--- config.mk ---
export PLATFORM = sky130hd
export DESIGN_NAME = if_id_elastic_reg_flat
export DESIGN_NICKNAME = d
export VERILOG_FILES = /design/src/rtl/if_id_elastic_reg_if.sv /design/src/rtl/if_id_elastic_reg.sv /design/src/flat_wrapper.sv
export SDC_FILE = /design/constraint.sdc
export NUM_CORES = 1
export LEC_CHECK = 0
export CAP_MARGIN = 25
export CORE_MARGIN = 5
export CORE_UTILIZATION = 30
export CTS_CLUSTER_SIZE = 30
export DETAILED_ROUTE_END_ITERATION = 10
export GPL_TIMING_DRIVEN = 0
export SLEW_MARGIN = 10
export SYNTH_ARGS = -nofsm -noshare
export SYNTH_HDL_FRONTEND = slang
export SYNTH_SLANG_ARGS = --single-unit
export TNS_END_PERCENT = 1
--- constraint.sdc ---
create_clock -name clk -period 13.79 [get_ports clk]
set_input_delay 2.758 -clock clk [delete_from_list [all_inputs] [get_ports clk]]
set_output_delay 2.758 -clock clk [all_outputs]
set_load 0.01 [all_outputs]
--- src/rtl/if_id_elastic_reg_if.sv ---
// -----------------------------------------------------------------------------
// if_id_elastic_reg_if
// Bundles the IF-side and ID-side handshake/data signals of the IF/ID elastic
// register.
//   slave  : view taken by the buffer itself (consumes i_*, drives o_*)
//   master : view taken by whatever drives the buffer (IF/ID stages, bench)
// Signals:
//   i_valid / o_ready               IF-side handshake
//   i_inst, i_PC, i_PC_plus_4       IF-side payload
//   i_flush                         redirect: drop everything held and offered
//   o_valid / i_ready               ID-side handshake
//   o_inst, o_PC, o_PC_plus_4       ID-side payload
//   o_count                         occupancy (0, 1 or 2)
// -----------------------------------------------------------------------------
interface if_id_elastic_reg_if #(
    parameter int INST_WIDTH = 32,
    parameter int PC_WIDTH   = 32
);
    logic                  i_valid;
    logic                  o_ready;
    logic [INST_WIDTH-1:0] i_inst;
    logic [PC_WIDTH-1:0]   i_PC;
    logic [PC_WIDTH-1:0]   i_PC_plus_4;
    logic                  i_flush;
    logic                  o_valid;
    logic                  i_ready;
    logic [INST_WIDTH-1:0] o_inst;
    logic [PC_WIDTH-1:0]   o_PC;
    logic [PC_WIDTH-1:0]   o_PC_plus_4;
    logic [1:0]            o_count;

    modport slave (
        input  i_valid, i_inst, i_PC, i_PC_plus_4, i_flush, i_ready,
        output o_ready, o_valid, o_inst, o_PC, o_PC_plus_4, o_count
    );

    modport master (
        output i_valid, i_inst, i_PC, i_PC_plus_4, i_flush, i_ready,
        input  o_ready, o_valid, o_inst, o_PC, o_PC_plus_4, o_count
    );
endinterface

--- src/rtl/if_id_elastic_reg.sv ---
// -----------------------------------------------------------------------------
// if_id_elastic_reg
// Two-entry elastic (skid) buffer between the IF and ID stages. The main entry
// drives the ID-side outputs; the skid entry catches the one beat that IF can
// still deliver in the cycle ID stalls. Every output is a flop, so ID-side
// ready never reaches IF-side ready combinationally.
// Ports:
//   clk    rising-edge clock
//   reset  asynchronous, active-high reset
//   bus    if_id_elastic_reg_if.slave (handshakes, payload, flush, count)
// Parameters:
//   INST_WIDTH, PC_WIDTH  payload widths (must match the interface instance)
//   NOP_INST              instruction shown whenever o_valid is low
// -----------------------------------------------------------------------------
module if_id_elastic_reg #(
    parameter int                    INST_WIDTH = 32,
    parameter int                    PC_WIDTH   = 32,
    parameter logic [INST_WIDTH-1:0] NOP_INST   = 32'h00000000
) (
    input logic                 clk,
    input logic                 reset,
    if_id_elastic_reg_if.slave  bus
);

    // Encoding is {skid_valid, main_valid}; ILLEGAL should never occur but is
    // given a recovery path so a corrupted state cannot wedge the pipeline.
    typedef enum logic [1:0] {
        EMPTY   = 2'b00,
        ONE     = 2'b01,
        ILLEGAL = 2'b10,
        FULL    = 2'b11
    } state_t;

    state_t                state;
    logic [INST_WIDTH-1:0] main_inst;
    logic [PC_WIDTH-1:0]   main_pc;
    logic [PC_WIDTH-1:0]   main_pc4;
    logic [INST_WIDTH-1:0] skid_inst;
    logic [PC_WIDTH-1:0]   skid_pc;
    logic [PC_WIDTH-1:0]   skid_pc4;
    logic                  out_valid;
    logic                  out_ready;
    logic [1:0]            out_count;
    logic                  up;
    logic                  dn;

    // Handshake fires are taken from the registered copies of o_ready and
    // o_valid, exactly what the neighbouring stages see.
    assign up = bus.i_valid & out_ready;
    assign dn = out_valid & bus.i_ready;

    assign bus.o_valid     = out_valid;
    assign bus.o_ready     = out_ready;
    assign bus.o_count     = out_count;
    assign bus.o_inst      = main_inst;
    assign bus.o_PC        = main_pc;
    assign bus.o_PC_plus_4 = main_pc4;

    // Single state machine holding both entries and all registered outputs.
    // Flush outranks every other event: a concurrent dn still completes on the
    // ID side, but nothing is kept and any offered beat is dropped. Whenever
    // the main entry becomes empty its instruction is forced to NOP_INST while
    // the PC fields keep their last values.
    always_ff @(posedge clk or posedge reset) begin
        if (reset) begin
            state     <= EMPTY;
            main_inst <= NOP_INST;
            main_pc   <= '0;
            main_pc4  <= '0;
            skid_inst <= '0;
            skid_pc   <= '0;
            skid_pc4  <= '0;
            out_valid <= 1'b0;
            out_ready <= 1'b1;
            out_count <= 2'd0;
        end else if (bus.i_flush) begin
            state     <= EMPTY;
            main_inst <= NOP_INST;
            skid_inst <= '0;
            skid_pc   <= '0;
            skid_pc4  <= '0;
            out_valid <= 1'b0;
            out_ready <= 1'b1;
            out_count <= 2'd0;
        end else begin
            case (state)
                EMPTY: begin
                    if (up) begin
                        state     <= ONE;
                        main_inst <= bus.i_inst;
                        main_pc   <= bus.i_PC;
                        main_pc4  <= bus.i_PC_plus_4;
                        out_valid <= 1'b1;
                        out_ready <= 1'b1;
                        out_count <= 2'd1;
                    end
                end
                ONE: begin
                    if (up && dn) begin
                        main_inst <= bus.i_inst;
                        main_pc   <= bus.i_PC;
                        main_pc4  <= bus.i_PC_plus_4;
                    end else if (up) begin
                        state     <= FULL;
                        skid_inst <= bus.i_inst;
                        skid_pc   <= bus.i_PC;
                        skid_pc4  <= bus.i_PC_plus_4;
                        out_ready <= 1'b0;
                        out_count <= 2'd2;
                    end else if (dn) begin
                        state     <= EMPTY;
                        main_inst <= NOP_INST;
                        out_valid <= 1'b0;
                        out_count <= 2'd0;
                    end
                end
                FULL: begin
                    if (dn) begin
                        state     <= ONE;
                        main_inst <= skid_inst;
                        main_pc   <= skid_pc;
                        main_pc4  <= skid_pc4;
                        skid_inst <= '0;
                        skid_pc   <= '0;
                        skid_pc4  <= '0;
                        out_valid <= 1'b1;
                        out_ready <= 1'b1;
                        out_count <= 2'd1;
                    end
                end
                ILLEGAL: begin
                    state     <= ONE;
                    main_inst <= skid_inst;
                    main_pc   <= skid_pc;
                    main_pc4  <= skid_pc4;
                    skid_inst <= '0;
                    skid_pc   <= '0;
                    skid_pc4  <= '0;
                    out_valid <= 1'b1;
                    out_ready <= 1'b1;
                    out_count <= 2'd1;
                end
            endcase
        end
    end

endmodule

--- src/flat_wrapper.sv ---
// flat-port wrapper written by rule: the top's interface ports become plain ports
module if_id_elastic_reg_flat 
#(
    parameter int                    INST_WIDTH = 32,
    parameter int                    PC_WIDTH   = 32,
    parameter logic [INST_WIDTH-1:0] NOP_INST   = 32'h00000000
)
  (clk, reset, bus_i_valid, bus_i_inst, bus_i_PC, bus_i_PC_plus_4, bus_i_flush, bus_i_ready, bus_o_ready, bus_o_valid, bus_o_inst, bus_o_PC, bus_o_PC_plus_4, bus_o_count);
  if_id_elastic_reg_if #(.INST_WIDTH(INST_WIDTH), .PC_WIDTH(PC_WIDTH)) bus_i ();
  input logic clk;
  input logic reset;
  input wire logic [$bits(bus_i.i_valid)-1:0] bus_i_valid;
  input wire logic [$bits(bus_i.i_inst)-1:0] bus_i_inst;
  input wire logic [$bits(bus_i.i_PC)-1:0] bus_i_PC;
  input wire logic [$bits(bus_i.i_PC_plus_4)-1:0] bus_i_PC_plus_4;
  input wire logic [$bits(bus_i.i_flush)-1:0] bus_i_flush;
  input wire logic [$bits(bus_i.i_ready)-1:0] bus_i_ready;
  output wire logic [$bits(bus_i.o_ready)-1:0] bus_o_ready;
  output wire logic [$bits(bus_i.o_valid)-1:0] bus_o_valid;
  output wire logic [$bits(bus_i.o_inst)-1:0] bus_o_inst;
  output wire logic [$bits(bus_i.o_PC)-1:0] bus_o_PC;
  output wire logic [$bits(bus_i.o_PC_plus_4)-1:0] bus_o_PC_plus_4;
  output wire logic [$bits(bus_i.o_count)-1:0] bus_o_count;
  assign bus_i.i_valid = bus_i_valid;
  assign bus_i.i_inst = bus_i_inst;
  assign bus_i.i_PC = bus_i_PC;
  assign bus_i.i_PC_plus_4 = bus_i_PC_plus_4;
  assign bus_i.i_flush = bus_i_flush;
  assign bus_i.i_ready = bus_i_ready;
  assign bus_o_ready = bus_i.o_ready;
  assign bus_o_valid = bus_i.o_valid;
  assign bus_o_inst = bus_i.o_inst;
  assign bus_o_PC = bus_i.o_PC;
  assign bus_o_PC_plus_4 = bus_i.o_PC_plus_4;
  assign bus_o_count = bus_i.o_count;
  if_id_elastic_reg #(.INST_WIDTH(INST_WIDTH), .PC_WIDTH(PC_WIDTH), .NOP_INST(NOP_INST)) u_core (.clk(clk), .reset(reset), .bus(bus_i));
endmodule
==> results of run 1 <==
==> state kept, by name (all words and copies together) (netlist names) <==
signal	cells
u_core.bus.o_count	1
u_core.skid_pc4	32
u_core.bus.o_PC_plus_4	32
u_core.bus.o_valid	1
u_core.skid_pc	32
u_core.bus.o_ready	1
u_core.bus.o_PC	32
u_core.skid_inst	32
u_core.state	2
u_core.bus.o_inst	32
==> final cells by class <==
class / instances / area, µm² / area share, %
Sequential cell: 197 / 4930 / 36.9
Multi-Input combinational cell: 638 / 4770 / 35.7
Timing Repair Buffer: 201 / 2030 / 15.2
Tap cell: 448 / 561 / 4.19
Buffer: 105 / 495 / 3.71
Clock buffer: 19 / 443 / 3.31
Clock inverter: 13 / 120 / 0.899
Inverter: 3 / 18.8 / 0.140
Antenna cell: 1 / 2.50 / 0.0187
==> metrics by stage <==
| stage | setup slack, ns | hold WS [ns] | utilization [%] |
|---|---|---|---|
| 3_5_place_dp | 8.78 | 0.495 | 38.2 |
| 6_report | 9.22 | 0.509 | 39.9 |
| 4_1_cts | 9.26 | 0.517 | 39.9 |
| 5_1_grt | 9.20 | 0.527 | 39.9 |
| 2_1_floorplan | 5.66 | 0.493 | - |
| 3_3_place_gp | 2.45 | 0.493 | 38.1 |
==> synthesized netlist by cell type, drive strengths merged (2+ instances only) <==
cell type    n
a22oi       94
nor2b       94
or3b        93
nand2       10
o32ai       32
o22ai       94
nor2         6
clkbuf      65
a32o         2
inv          3
o21ai        3
a21o        63
mux2        64
nand2b      36
dfrtp      196
nor3         3
a21oi       37
buf         40
==> layer usage <==
metal	up-vias	wire, µm	GRT usage [%]
met2	262	15600	27.5
met5	-	12	0
met4	2	641	4.84
met3	35	1640	3.55
met1	4278	15300	24.1
li1	3985	-	-
==> path summary, 6_finish.rpt <==
check | endpoint | depth (start not counted)
min | u_core.bus.o_PC_plus_4[25] | 1
min reg2reg | u_core.bus.o_PC_plus_4[25] | 1
max in group asynchronous | u_core.bus.o_ready | 3
max | u_core.skid_inst[25] | 6
min in group asynchronous | u_core.bus.o_PC[8] | 2
max reg2reg | u_core.skid_inst[25] | 5
==> cell families (layout without fill, tap and decap cells) <==
logic type             count (synthesis)  count (layout)  share of synthesized area, %
buffers and inverters                108             341                          4.97
XOR/XNOR                               1               1                        0.0859
flip-flops                           197             197                          48.3
AND/OR/NAND/NOR                      243             243                          16.9
multiplexers                          64              64                          7.06
other                                  0               1                             0
AO/OA/AOI/OAI                        330             330                          22.7
==> power breakdown <==
part           internal [mW]  switching, mW  total (mW)
Sequential             0.655         0.0481       0.703
Combinational          0.237          0.198       0.435
Clock                  0.256          0.242       0.499
==> layout by cell type (no fill, tap or decap), types with 7 or more instances in the layout <==
cell / instances
clkdlybuf4s50_1: 200
dfrtp_1: 196
nor2b_1: 94
a22oi_1: 94
o22ai_1: 94
or3b_2: 86
clkbuf_1: 66
mux2_2: 64
a21o_1: 63
nand2b_1: 36
a21oi_1: 36
o32ai_1: 32
buf_2: 27
clkbuf_16: 17
nand2_1: 10
buf_6: 7
or3b_1: 7
==> results.cfg, run 1 <==
[outcome]
status = completed

[job]
max_cap_violations = 0

[global_route]
grt_max_degree = 101
grt_pass1_vias = 8959
grt_pass1_wl_mm = 52.6
grt_overflow = 0
antenna_found_initial = 2
grt_use_total_pct = 17.3

[logic_synthesis]
ys_ff_latch = 197
synth_top_area_share_pct = 48.1
ys_types = 32
synth_largest_area_cell = dfrtp_1
synthFlopType = dfrtp_1
syn_nets = 1044
ys_seq_area_share_pct = 48.3
yosys_warnings = 0
netlist_instances = 943
synth.avg_cell_area_um2 = 10.8
syn_area_um2 = 10200
synth_edf_count = 0
yosys-top-cells-area = dfrtp_1 48%, or3b_2 7.4%, mux2_2 7.1%
async_flop_share_pct = 100

[pwr]
p_per_area_nw_per_um2 = 122
vdd_drop_max_mv = 0.0783
leakagePower_nw = 5.58
power_mw = 1.64

[timing]
fmax_mhz = 219
rsz0062_at_grt = no
maxSlewHeadroom_pct = 41.2
setup_tns_ns = 0
finClkSkew_ns = 0.0182
fin_crit_ns = 4.57
hold_viol = 0
worst_pin_slew_ns = 0.882
fin_crit_sh_pct = 33.1
setup_viol_count_final = 0
slew_viol_final = 0

[final_layout]
fin_area_um2 = 13400
drive_above_1_share_pct = 19.2
nFillCells = 3344
final_cells = 1625
areaGrowthSynthToFinish_pct = 31.0
fin_nets = 1264

[setup_path]
cp.arrival_ns = 4.88
slowest_stage = clkbuf_1
path_buf_inv = 3
cp_max_fo = 10
r2r_start = u_core.state[0]
required_ns = 14.10
crit_start = bus_i_ready
worstPathCellList = clkdlybuf4s50_1 -> a21boi_2 -> nand2b_1 -> clkbuf_1 -> buf_2 -> o22ai_1
criticalPathCategory = input port to register
r2r_setup_slack_ns = 11.57
crit_family = buffers and inverters
cp-start-kind = input port
crit_path_max_incr_delay_ns = 0.70
cp-end-kind = register

[detailed_routing]
viasPerCell = 5.27
drtIter0Drc = 509
post_drt_wl_per_cell_um = 20.4
antenna_left = 0
dr.pass1.iters = 5
wl_mm = 33.2
dr_total_vias = 8562
drc_errors = 0

[clock_network]
post_cts_resized = 0
clk_path_buf_depth = 2
numClockSinks = 197
cts_buffers = 17
htreeDepth = 4
ctsHoldBuffers = 0
clk_latency_ns = 0.45
cts_tree = built
cts_setup_buffers = 0
clk_pin_slew_ns = 0.07
cts-root-buf = clkbuf_16

[floorplanning]
coreArea_um2 = 33500
die_y_um = 194
die-area_um2 = 37800
start_util_pct = 30.4
ios = 201
rows = 67
die_x_um = 194

[placement]
post_dp_cell_area_um2 = 12800
port_buffers = 200
gp_congestion = 0.769
hpwl_mm = 23.2
dp.cells = 1592

[min_path]
hp-start = u_core.bus.o_PC_plus_4[25]
hp-class = register to register
Power figures use the tool's default switching activity.
==> run 2, diff against run 1 <==
==> constraint.sdc (replaced) <==
create_clock -name clk -period 4.5 [get_ports clk]
set_input_delay 0.9 -clock clk [delete_from_list [all_inputs] [get_ports clk]]
set_output_delay 0.9 -clock clk [all_outputs]
set_load 0.01 [all_outputs]
==> results.cfg, run 2 (synthesized netlist as in run 1, its figures left out) <==
[global_route]
grt_use_total_pct = 17.3
grtUsageMet3_pct = 3.27
grt_overflow = 0
grt_pass1_wl_mm = 52.9
grt_pass1_vias = 9059
use_met1_pct = 24.1
grt_util_met2_pct = 27.7
antenna_found_initial = 3
grt_max_degree = 36
busiest_layer = met2

[placement]
gp_congestion = 0.767
hpwl_mm = 23.6
dp.cells = 1597
port_buffers = 200
place_ws_ns = 1.34

[final_layout]
layout_common_cells = 200 x clkdlybuf4s50_1, 196 x dfrtp_1, 94 x nor2b_1, 94 x a22oi_1, 94 x o22ai_1
mostFrequentLayoutCell = clkdlybuf4s50_1
areaGrowthSynthToFinish_pct = 32.3
fin_nets = 1269
final_cells = 1632
drive_above_1_share_pct = 19.6
nFillCells = 3321

[floorplanning]
ios = 201
die_y_um = 194
start_util_pct = 30.4
die-area_um2 = 37800
rows = 67
die_x_um = 194
coreArea_um2 = 33500

[min_path]
hp-class = register to register
whs_endpoint = u_core.bus.o_PC_plus_4[27]
hp-start = u_core.bus.o_PC_plus_4[27]
hold_depth = 1

[setup_path]
slowest_stage = clkdlybuf4s50_1
r2r_start = u_core.bus.o_ready
cp-end-kind = register
criticalPathCategory = input port to register
cp.arrival_ns = 2.96
worstPathCellList = clkdlybuf4s50_1 -> nand2_1 -> nor2_1 -> buf_2 -> buf_2 -> o22ai_1
required_ns = 4.81
cp-start-kind = input port
r2r_end = u_core.skid_inst[20]
cp_common_cell = buf_2
reg2reg_depth = 5
r2r_setup_slack_ns = 2.32
crit_path_max_incr_delay_ns = 0.61
cp_max_fo = 10

[clock_network]
cts_setup_buffers = 0
ctsHoldBuffers = 0
post_cts_resized = 0
numClockSinks = 197
clk_path_buf_depth = 2
cts_tree = built
clk_pin_slew_ns = 0.07
htreeDepth = 4
clk_latency_ns = 0.44
cts_buffers = 17
cts-root-buf = clkbuf_16

[detailed_routing]
post_drt_wl_per_cell_um = 20.3
dr.pass1.iters = 5
dr_total_vias = 8564
antenna_left = 0
wl_mm = 33.2
drtIter0Drc = 479
viasPerCell = 5.25
drc_errors = 0

[timing]
fin_crit_sh_pct = 58.9
rsz0062_at_grt = no
setup_viol_count_final = 0
hold_viol = 0
finalWorstSetupSlack_ns = 1.85
maxSlewHeadroom_pct = 43.3
slew_viol_final = 0
finClkSkew_ns = 0.0113
setup_tns_ns = 0
fmax_mhz = 377
worst_pin_slew_ns = 0.849
fin_crit_ns = 2.65

[pwr]
power_mw = 5.09
vdd_drop_max_mv = 0.274
leakagePower_nw = 5.63
p_per_area_nw_per_um2 = 377

[outcome]
status = completed

[job]
max_cap_violations = 0
run 2: changes by cell type in the layout (fill, tap and decap cells not counted), sizes merged:
cell      previous run  this run
diode                1         3
bufinv               1         2
buf                 41        46
inv                  8         6
clkinvlp             3         4
run 2: metrics by stage:
step | utilization [%] | hold WS (ns) | area (µm²)
6_report | 40.2 | 0.509 | 13500
2_1_floorplan | - | 0.493 | 10200
5_1_grt | 40.2 | 0.518 | 13500
3_5_place_dp | 38.5 | 0.495 | 12900
4_1_cts | 40.2 | 0.511 | 13500
3_3_place_gp | 38.1 | 0.493 | 12800
run 2: worst max-delay path by stage:
| stage | start | endpoint | slack [ns] |
|---|---|---|---|
| after global placement | reset | u_core.bus.o_PC_plus_4[14] | -0.83 |
| after detailed placement | bus_i_valid | u_core.skid_inst[20] | 1.34 |
| after floorplan | reset | u_core.bus.o_PC[0] | 1.05 |
| final | bus_i_valid | u_core.skid_inst[20] | 1.85 |
| after global routing | bus_i_valid | u_core.skid_pc4[28] | 1.71 |
| after CTS | bus_i_valid | u_core.skid_inst[20] | 1.78 |
run 2: per-layer routing:
metal,vias to the layer above,routed length (µm)
met4,2,660
li1,3980,-
met5,-,7
met1,4300,15400
met3,37,1470
met2,245,15700
run 2: final cells by class:
| type | instances | area, µm² | area share, % |
|---|---|---|---|
| antenna | 3 | 7.51 | 0.0556 |
| clock inverter | 13 | 148 | 1.09 |
| sequential | 197 | 4930 | 36.5 |
| clock buffer | 19 | 443 | 3.28 |
| buffer | 105 | 495 | 3.67 |
| timing repair buffer | 206 | 2130 | 15.8 |
| tap | 448 | 561 | 4.15 |
| multi-input combinational | 638 | 4770 | 35.3 |
| inverter | 3 | 15.0 | 0.111 |
run 2: critical path, delay by kind of cell:
family	cells	cell delay (ns)
buf+inv	3	1.36
simple gates	2	0.59
compound gates	1	0.11
run 2: power by group:
part	leakage [nW]	switching, mW	internal (mW)
sequential	2.58	0.145	2.01
combinational	2.77	0.611	0.736
clock	0.282	0.748	0.844
